$ cat config.mk
export PLATFORM = sky130hd
export DESIGN_NAME = cmpunit_iter
export DESIGN_NICKNAME = d
export VERILOG_FILES = /design/src/rtl/cmpunit_iter.sv
export SDC_FILE = /design/constraint.sdc
export NUM_CORES = 1
export LEC_CHECK = 0
export CORE_UTILIZATION = 35
export DETAILED_ROUTE_END_ITERATION = 10
export PLACE_DENSITY_LB_ADDON = 0.15
export SYNTH_ARGS = -nofsm -noshare
export SYNTH_HDL_FRONTEND = slang
export SYNTH_SLANG_ARGS = --single-unit
export TNS_END_PERCENT = 100
$ cat constraint.sdc
create_clock -name clk -period 2.8 [get_ports clk]
set_clock_uncertainty 0.15 [all_clocks]
set_input_delay 0.56 -clock clk [delete_from_list [all_inputs] [get_ports clk]]
set_output_delay 0.56 -clock clk [all_outputs]
set_load 0.005 [all_outputs]
$ cat src/rtl/cmpunit_iter.sv
// rtl/cmpunit_iter.sv - multi-cycle chunked RISC-V branch comparator (optional CMPUNIT_EARLY_EXIT_EN)
module cmpunit_iter #(
    parameter int WIDTH = 32,
    parameter int CHUNK = 8
) (
    input  logic             clk,
    input  logic             rst,
    input  logic             in_valid,
    output logic             in_ready,
    input  logic [WIDTH-1:0] operand_a,
    input  logic [WIDTH-1:0] operand_b,
    input  logic [2:0]       cmp_op,
    output logic             out_valid,
    input  logic             out_ready,
    output logic             result,
    output logic             busy
);

    localparam int NCHUNK = WIDTH / CHUNK;
    localparam int IDX_W  = (NCHUNK > 1) ? $clog2(NCHUNK) : 1;

    localparam logic [1:0] S_IDLE = 2'd0;
    localparam logic [1:0] S_RUN  = 2'd1;
    localparam logic [1:0] S_DONE = 2'd2;

    localparam logic [2:0] OP_EQ  = 3'd0;
    localparam logic [2:0] OP_NE  = 3'd1;
    localparam logic [2:0] OP_LT  = 3'd2;
    localparam logic [2:0] OP_GE  = 3'd3;
    localparam logic [2:0] OP_LTU = 3'd4;
    localparam logic [2:0] OP_GEU = 3'd5;

    localparam logic [WIDTH-1:0] MSB_MASK = WIDTH'(1) << (WIDTH - 1);

    logic [1:0]       state;
    logic [WIDTH-1:0] a_q;
    logic [WIDTH-1:0] b_q;
    logic [2:0]       op_q;
    logic [IDX_W-1:0] idx;
    logic             diff;
    logic             lt;

    logic             flip;
    logic [WIDTH-1:0] a_in;
    logic [WIDTH-1:0] b_in;
    logic [CHUNK-1:0] a_chunk;
    logic [CHUNK-1:0] b_chunk;
    logic             chunk_ne;
    logic             chunk_lt;
    logic             run_exit;
    logic             res_next;

    assign in_ready = (state == S_IDLE) && !rst;
    assign busy     = (state != S_IDLE);

    // Signed compares become unsigned by flipping the sign bit of both operands
    always_comb begin
        flip = (cmp_op == OP_LT) || (cmp_op == OP_GE);
        a_in = operand_a ^ (flip ? MSB_MASK : '0);
        b_in = operand_b ^ (flip ? MSB_MASK : '0);
    end

    // Select the chunk addressed by idx and compare it
    always_comb begin
        a_chunk = '0;
        b_chunk = '0;
        for (int i = 0; i < NCHUNK; i++) begin
            if (idx == IDX_W'(i)) begin
                a_chunk = a_q[i*CHUNK +: CHUNK];
                b_chunk = b_q[i*CHUNK +: CHUNK];
            end
        end
        chunk_ne = (a_chunk != b_chunk);
        chunk_lt = (a_chunk < b_chunk);
    end

    // Decide whether this RUN cycle is the last one
    always_comb begin
`ifdef CMPUNIT_EARLY_EXIT_EN
        run_exit = (idx == '0) || (!diff && chunk_ne);
`else
        run_exit = (idx == '0);
`endif
    end

    // Map the accumulated diff/lt flags onto the requested condition
    always_comb begin
        res_next = 1'b0;
        case (op_q)
            OP_EQ:          res_next = !diff;
            OP_NE:          res_next = diff;
            OP_LT, OP_LTU:  res_next = lt;
            OP_GE, OP_GEU:  res_next = !lt;
            default:        res_next = 1'b0;
        endcase
    end

    // Control FSM and datapath registers; first chunk difference decides ordering
    always_ff @(posedge clk) begin
        if (rst) begin
            state     <= S_IDLE;
            a_q       <= '0;
            b_q       <= '0;
            op_q      <= '0;
            idx       <= '0;
            diff      <= 1'b0;
            lt        <= 1'b0;
            out_valid <= 1'b0;
            result    <= 1'b0;
        end else begin
            case (state)
                S_IDLE: begin
                    if (in_valid && in_ready) begin
                        a_q   <= a_in;
                        b_q   <= b_in;
                        op_q  <= cmp_op;
                        idx   <= IDX_W'(NCHUNK - 1);
                        diff  <= 1'b0;
                        lt    <= 1'b0;
                        state <= S_RUN;
                    end
                end
                S_RUN: begin
                    if (!diff && chunk_ne) begin
                        diff <= 1'b1;
                        lt   <= chunk_lt;
                    end
                    if (run_exit) begin
                        state <= S_DONE;
                    end else begin
                        idx <= idx - 1'b1;
                    end
                end
                S_DONE: begin
                    if (!out_valid) begin
                        out_valid <= 1'b1;
                        result    <= res_next;
                    end else if (out_ready) begin
                        out_valid <= 1'b0;
                        state     <= S_IDLE;
                    end
                end
                default: state <= S_IDLE;
            endcase
        end
    end

endmodule

=== Yosys cells after proc, flatten, opt, wreduce, memory -nomap -nowiden ===
Index checks and enable logic that the tools add are counted.

* Eq/ne operators: 19
* Reduce and logical (&&, ||, !) cells: 19
* Bitwise gates (word level): 3
* Order comparisons: 1
* Mux-type cells: 25
* Add/sub/neg operators: 1

{| class="wikitable"
|+ Operators with widths
! cell !! number
|-
| 8-bit two-way mux || 8
|-
| 32-bit XOR || 2
|-
| 32-bit two-way mux || 1
|-
| 3-bit by 2-bit equality test with 1-bit output (second input constant) || 4
|-
| 2-bit two-way mux || 6
|-
| 2-bit != test (second input constant) || 5
|-
| 8-bit less-than comparator || 1
|-
| 8-bit != test || 1
|-
| 2-bit equality test (second input constant) || 3
|-
| 3-bit equality test (second input constant) || 2
|-
| 2-bit one-hot mux with 3 select lines || 1
|-
| 3-bit AND reduction || 2
|-
| 1-bit two-way mux || 5
|-
| 2-bit by 1-bit equality test with 1-bit output (second input constant) || 2
|-
| 2-bit logical NOT || 2
|-
| 1-bit one-hot mux with 2 select lines || 2
|-
| 1-bit one-hot mux with 4 select lines || 1
|-
| 2-bit one-hot mux with 2 select lines || 1
|-
| 2-bit AND reduction || 2
|-
| 4-bit AND reduction || 1
|-
| 2-bit nonzero test || 2
|-
| 2-bit OR reduction || 2
|-
| 3-bit by 1-bit equality test with 1-bit output (second input constant) || 1
|-
| 1-bit logical AND || 3
|-
| other kinds (6) || 8
|}

* Register bits: 75
* Output and inout bits: 4

=== Depth between registers and ports, before layout ===
Gate-level depths: netlist (run 1).

* Word-level depth: 9
* Gate-level depth with buffers: 13

=== Least setup slack after synthesis (run 1) ===
OpenSTA, ideal clock, no wires.

* Path kind: reg-to-reg
* From: reg idx[0]
* To: reg lt
* Buffers on the path: 2
* Data arrival time: 2.521 ns
* Cell stages (with the launch flop): 14
* Slack: 0.060 ns
* Required time: 2.581 ns
* Cell sequence: dfxtp_1 > inv_1 > ha_1 > clkbuf_1 > clkbuf_1 > nand3b_1 > a21oi_1 > a21oi_1 > o21ai_0 > ha_1 > nand4_1 > o21ai_0 > or4_1 > o21ai_1

* Longest elaborated chain between the ends: 9
* Elaborated cells on any way between the ends: 19
* Those cells by class: 1 x order compare; 5 x eq/ne; 10 x mux; 3 x reduce/logical

{| class="wikitable"
|+ RTL lines
! element !! RTL line !! source
|-
| from (decl) || 39 || <nowiki>logic [IDX_W-1:0] idx;</nowiki>
|-
| from (signal assigned) || 117 || <nowiki>idx <= IDX_W'(NCHUNK - 1);</nowiki>
|-
| from (signal assigned) || 131 || <nowiki>idx <= idx - 1'b1;</nowiki>
|-
| branches (longest 9 deep; another with 8-bit less-than comparator) || -- ||
|-
| to (signal assigned) || 126 || <nowiki>lt <= chunk_lt;</nowiki>
|-
| to (decl) || 41 || <nowiki>logic lt;</nowiki>
|}

Several ways; the timed one is not identified. The select of a mux whose other input is x is not followed.
A chain may end at the register's enable or synchronous reset.

=== Worst setup path in the final report (run 1) ===
* From: reg idx[1]
* To: reg lt

Same word-level chain as after synthesis.

==> results of run 1 <==
cells by family after synthesis:
logic type      count (synthesis)  share of synthesized area
mux                             8                     0.0221
flops                          75                      0.414
fa+ha+maj                      12                     0.0414
compound gates                 58                     0.0870
buf+inv                        36                     0.0487
simple gates                  261                      0.375
xor+xnor                        5                     0.0121
Yosys cell counts:
| cell | instances | area, um2 |
|---|---|---|
| ha_1 | 12 | 150 |
| o21ai_0 | 20 | 100 |
| inv_1 | 2 | 7.51 |
| nor3_1 | 2 | 10.0 |
| a21o_1 | 1 | 7.51 |
| xnor2_1 | 2 | 17.5 |
| buf_2 | 6 | 30.0 |
| xor2_1 | 3 | 26.3 |
| nor3_2 | 1 | 10.0 |
| buf_1 | 6 | 22.5 |
| nor3b_1 | 2 | 15.0 |
| or2_2 | 1 | 6.26 |
| nand3b_1 | 76 | 571 |
| nor2_1 | 5 | 18.8 |
| a211oi_1 | 2 | 15.0 |
| nor2_4 | 1 | 11.3 |
| dfxtp_1 | 75 | 1500 |
| or3b_1 | 1 | 8.76 |
| clkbuf_1 | 17 | 63.8 |
| nand2b_1 | 1 | 6.26 |
| a2111oi_0 | 1 | 8.76 |
| nand4_1 | 2 | 12.5 |
| nand2_1 | 157 | 589 |
| o211ai_1 | 1 | 7.51 |
| o21ai_1 | 1 | 5.00 |
| buf_6 | 4 | 45.0 |
| and3b_1 | 8 | 70.1 |
| buf_4 | 1 | 7.51 |
| a221oi_1 | 1 | 8.76 |
| mux2i_1 | 8 | 80.1 |
| or4_1 | 1 | 7.51 |
| a211oi_2 | 1 | 12.5 |
| nand4b_1 | 1 | 8.76 |
| nor2b_1 | 2 | 12.5 |
| a21oi_1 | 30 | 150 |
final cells by class:
| cell class | instances | share of cell area |
|---|---|---|
| multi-input combinational | 344 | 0.413 |
| sequential | 75 | 0.312 |
| timing repair buffer | 96 | 0.197 |
| tap | 133 | 0.0345 |
| clock buffer | 10 | 0.0285 |
| clock inverter | 6 | 0.0135 |
| inverter | 2 | 0.00156 |
stage by stage:
| stage | TNS (ns) | instances | area (um2) |
|---|---|---|---|
| finish | 0 | 666 | 4830 |
| global route | -0.0544 | 666 | 4830 |
| CTS | 0 | 662 | 4750 |
| detailed placement | -0.0628 | 646 | 4530 |
| global placement | 0 | 646 | 4530 |
| floorplan | 0 | 455 | 3620 |
worst max-delay path: cells and delay by family, from the launching register on:
family	cells	cell delay (ns)
AO/OA/AOI/OAI	4	0.63
adder cells (fa/ha/maj)	2	0.46
buffers and inverters	2	0.22
flip-flops	1	0.33
multiplexers	1	0.20
AND/OR/NAND/NOR	3	0.66
sequential cells by signal (all words and copies together), names as in the netlist, 2 cells and up:
name / flops
idx: 2
a_q: 32
state: 2
b_q: 32
op_q: 3
repair_timing:
action | CTS | global route
buffers inserted | 0 | 4
endpoints found under the setup margin | 1 | 1
resized for setup | 5 | 19
pin swaps | 1 | 10
gates cloned | 0 | 0
power by group through the flow:
stage / sequential [mW] / clock (mW) / combinational, mW
2_1_floorplan: 1.25 / 0 / 0.411
3_3_place_gp: 1.28 / 0 / 0.661
3_5_place_dp: 1.28 / 0 / 0.673
4_1_cts: 1.25 / 0.862 / 0.684
5_1_grt: 1.27 / 0.903 / 0.805
6_report: 1.26 / 0.842 / 0.723
layer usage:
layer / track usage / part of all wire / vias up
met1: 0.202 / 0.47 / 1429
met5: 0 / 0 / -
li1: - / - / 1675
met2: 0.295 / 0.48 / 68
met4: 0.0531 / 0.012 / 0
met3: 0.0491 / 0.040 / 9
how the worst max path moves through the flow:
stage	cells after the start	slack, ns	endpoint	startpoint
final	12	0.08	lt	idx[1]
after global routing	13	-0.05	lt	idx[1]
after CTS	11	0.009	lt	idx[0]
after detailed placement	12	-0.06	lt	idx[0]
after global placement	12	0.03	lt	idx[0]
after floorplan	13	0.06	lt	idx[0]
==> results.yml, run 1 <==
status:
  status: "finished clean"
synthesis:
  synth_fp_nets: 538
  avgSynthCellArea_um2: 7.97
  syn_area_mm2: 0.00362
  yosysWarnings: 0
  yosysSeqAreaShare: 0.414
  syn_inst: 455
  synth-seq-cells: 75
  ys_types: 35
timing:
  worst_hold_slack_ns: 0.327
  finalWorstSetupSlack_ns: 0.0815
  fmax_ghz: 0.368
  rsz0062_at_grt: "true"
  tightest_slew_ns: 0.634
  slew_headroom: 0.578
  fin_crit_ns: 2.72
  setup_viol: 0
  final_hold_viol_count: 0
  drv_slew: 0
  finalCritPeriodShare: 0.971
power_and_ir_drop:
  combPwrFrac: 0.256
  power.density_mw_per_mm2: 584
  fin_total_pwr_mw: 2.82
  leakage_nw: 2.03
  power_frac_seq: 0.445
  p_int_mw: 1.99
  swShare: 0.296
  switchingPower_mw: 0.834
  peakVddDrop_mv: 0.232
  clkPwrFrac: 0.299
grt:
  grt_pass1_wl_mm: 14.7
  track_usage: 0.170
  grt_pass1_vias: 3156
  grt_max_degree: 78
  antenna_found_initial: 0
  grt.overflow.total: 0
hold_path:
  hold_start: "a_q[7]"
  min_to: "a_q[7]"
  hold_path.class: "reg2reg"
  min_delay_path_depth: 2
critical_path:
  worstPathCellList: "inv_2 -> ha_4 -> buf_8 -> and3b_1 -> a21oi_1 -> o21ai_0 -> mux2i_1 -> ha_1 -> a211oi_1 -> nor2_1 -> or4_1 -> o21ai_1"
  regToRegEndpoint: "lt"
  cp_data_arrival_time_ns: 2.86
  r2r_cells: 12
  crit_path_start_kind: "register"
  r2r_slack_ns: 0.08
  required_ns: 2.94
  path_class: "reg2reg"
  cp-end-kind: "register"
  critPathMaxStageDelay_ns: 0.40
  crit_fanout: 12
  cp_slowest_cell: "or4_1"
  r2r_start: "idx[1]"
finish:
  final_common_cell: "nand2_1"
  n_antenna_cell: 0
  fin_nets: 611
  fillers: 1033
  drive_gt1_frac: 0.105
  fin_util: 0.487
  final_cell_mix: "157 x nand2_1, 76 x nand3b_1, 73 x dfxtp_1, 73 x clkdlybuf4s50_1, 27 x a21oi_1"
  multi_input_area_mm2: 0.00199
  seqCellArea_mm2: 0.00151
  area_delta_synth_final_pct: 33.1
floorplan:
  io_pins: 75
  die-area_mm2: 0.0108
  die_width_um: 104
  core-area_mm2: 0.00991
  start_util: 0.366
  rows: 36
  dieHeight_um: 104
drt:
  vias_per_cell: 4.78
  wl_per_cell_um: 13.5
  drtIter0Drc: 126
  detail_route.first_pass.iterations: 4
  drtAntennaViolNets: 0
  dr_total_vias: 3181
  drt_wl_total_mm: 9.01
  drc: 0
place:
  gp_congestion: 0.800
  place_ws_ns: -0.0628
  numPortBuffers: 74
  dp_hpwl_mm: 6.34
clocking:
  cts_tree: "done"
  clkLatencyLatePin_ns: 0.36
  cts.sinks: 75
  h-tree-depth: 3
  cts_inserted_buffers: 9
  cts-root-buf: "clkbuf_8"
  path_clk_slew_ns: 0.07
  postCtsHoldBufs: 0
  clk_path_buf_depth: 2
job:
  maxCapViolCount: 0
Power figures use the tool's default switching activity.
==> inputs of run 2 (changes only) <==
--- a/config.mk
+++ b/config.mk
@@ -5,7 +5,7 @@
 export SDC_FILE = /design/constraint.sdc
 export NUM_CORES = 1
 export LEC_CHECK = 0
-export CORE_UTILIZATION = 35
+export CORE_UTILIZATION = 46
 export DETAILED_ROUTE_END_ITERATION = 10
 export PLACE_DENSITY_LB_ADDON = 0.15
 export SYNTH_ARGS = -nofsm -noshare
==> run 2 against run 1 <==
  * Non-clock buffer count is 1 lower
  * Flip-flop and latch count stayed put
  * First-iteration DRC count is 57% higher
  * Final cell count is 4.8% lower
  * Sequential share of layout area is 0.22 points higher
  * Sequential power hardly changed
  * Setup slack better by 0.073 ns
  * Critical path type unchanged
  * Critical endpoint unchanged
==> results.yml, run 2 (synthesis gave the netlist of run 1 again) <==
status:
  status: "finished clean"
critical_path:
  required_ns: 2.94
  r2r_cells: 12
  r2r_slack_ns: 0.15
  crit_path_start_kind: "register"
  cp-end-kind: "register"
  crit_fanout: 12
  r2r_start: "idx[0]"
  cp_data_arrival_time_ns: 2.78
  path_class: "reg2reg"
  regToRegEndpoint: "lt"
place:
  gp_congestion: 0.946
  dp_hpwl_mm: 5.93
  place_inst: 616
  numPortBuffers: 74
  placed_area_mm2: 0.00449
timing:
  slew_headroom: 0.603
  final_hold_viol_count: 0
  drv_slew: 0
  finalCritPeriodShare: 0.945
  setup_viol: 0
  fin_crit_ns: 2.65
  tightest_slew_ns: 0.596
  fmax_ghz: 0.378
clocking:
  path_clk_slew_ns: 0.07
  cts_tree: "done"
  h-tree-depth: 3
  cts-root-buf: "clkbuf_8"
  cts_inserted_buffers: 9
  cts.sinks: 75
  clkLatencyLatePin_ns: 0.35
  clk_path_buf_depth: 2
  postCtsHoldBufs: 0
power_and_ir_drop:
  peakVddDrop_mv: 0.324
  leakage_nw: 2.02
  switchingPower_mw: 0.821
  swShare: 0.292
  power.density_mw_per_mm2: 589
  power_frac_seq: 0.446
  p_int_mw: 2.00
  clkPwrFrac: 0.299
  combPwrFrac: 0.256
drt:
  detail_route.first_pass.iterations: 4
  drtAntennaViolNets: 0
  dr_total_vias: 3228
  wl_per_cell_um: 13.2
  drt_wl_total_mm: 8.37
  vias_per_cell: 5.09
  drc: 0
  drtIter0Drc: 198
floorplan:
  die_width_um: 90.8
  core-area_mm2: 0.00769
  rows: 32
  die-area_mm2: 0.00824
  io_pins: 75
  start_util: 0.472
  dieHeight_um: 90.8
finish:
  drive_gt1_frac: 0.0977
  fillers: 718
  area_delta_synth_final_pct: 31.9
  final_common_cell: "nand2_1"
  n_antenna_cell: 0
  fin_nets: 610
  final_cell_mix: "157 x nand2_1, 76 x nand3b_1, 74 x dfxtp_1, 73 x clkdlybuf4s50_1, 27 x a21oi_1"
  layout.cells.non_filler: 634
  final_cell_area_mm2: 0.00478
  reg_top3: "a_q: 32 flops, b_q: 32 flops, op_q: 3 flops"
grt:
  grt_pass1_wl_mm: 14.3
  antenna_found_initial: 0
  grt.overflow.total: 0
  grt_pass1_vias: 3141
  track_usage: 0.217
  grt_max_degree: 78
hold_path:
  hold_start: "a_q[1]"
  min_to: "a_q[1]"
  min_delay_path_depth: 2
  hold_path.class: "reg2reg"
job:
  maxCapViolCount: 0
[run 2: cell type report]
type	count	area [um2]	area share
multi-input cells	344	2000	0.419
flip-flops and latches	75	1500	0.314
repair buffers	95	936	0.196
clock buffers	11	141	0.0296
well taps	102	128	0.0267
clock inverters	5	61.3	0.0128
inverters	2	7.51	0.00157
[run 2: how the worst max path moves through the flow]
stage,startpoint,endpoint,slack (ns),cells past startpoint
3_3_place_gp,idx[0],lt,-0.04,12
3_5_place_dp,idx[0],lt,-0.05,12
5_1_grt,idx[0],lt,-0.002,12
2_1_floorplan,idx[0],lt,0.06,13
4_1_cts,idx[0],lt,0.02,12
6_report,idx[0],lt,0.15,12
[run 2: critical path, cell delays in order, from the launching register on]
cell and delay (ns):
dfxtp_2 0.33, buf_4 0.13, ha_4 0.17, buf_12 0.13, and3b_1 0.18, a21oi_2 0.13
o21ai_1 0.07, mux2i_1 0.20, ha_1 0.29, nand4_1 0.12, o21ai_1 0.10, or4_1 0.48
o21ai_1 0.11
[run 2: power by group through the flow]
| stage | sequential, mW | clock [mW] | combinational, mW |
|---|---|---|---|
| floorplan | 1.25 | 0 | 0.411 |
| global placement | 1.28 | 0 | 0.644 |
| detailed placement | 1.28 | 0 | 0.659 |
| CTS | 1.25 | 0.859 | 0.664 |
| global route | 1.27 | 0.917 | 0.807 |
| finish | 1.25 | 0.841 | 0.720 |
[run 2: layer usage]
layer | global-route usage | share of wire
met1 | 0.255 | 0.44
met3 | 0.0505 | 0.040
met5 | 0 | 0
met2 | 0.380 | 0.50
met4 | 0.0847 | 0.020
[run 2: repair_timing]
item	in CTS	in global routing
setup endpoints to repair	1	2
pin swaps	0	4
cloned	0	1
hold endpoints to repair	0	0
setup buffers	0	1
resized for setup	2	16
[run 2: stage by stage]
stage | setup WS [ns] | hold WS [ns] | TNS [ns] | util | total power [mW]
after floorplan | 0.0597 | 0.295 | 0 | - | 1.66
after global placement | -0.0358 | 0.313 | -0.0358 | 0.584 | 1.92
after detailed placement | -0.0520 | 0.315 | -0.0520 | 0.584 | 1.94
after CTS | 0.0229 | 0.330 | 0 | 0.611 | 2.78
after global routing | -0.00199 | 0.348 | -0.00199 | 0.622 | 2.99
final | 0.154 | 0.328 | 0 | 0.622 | 2.82
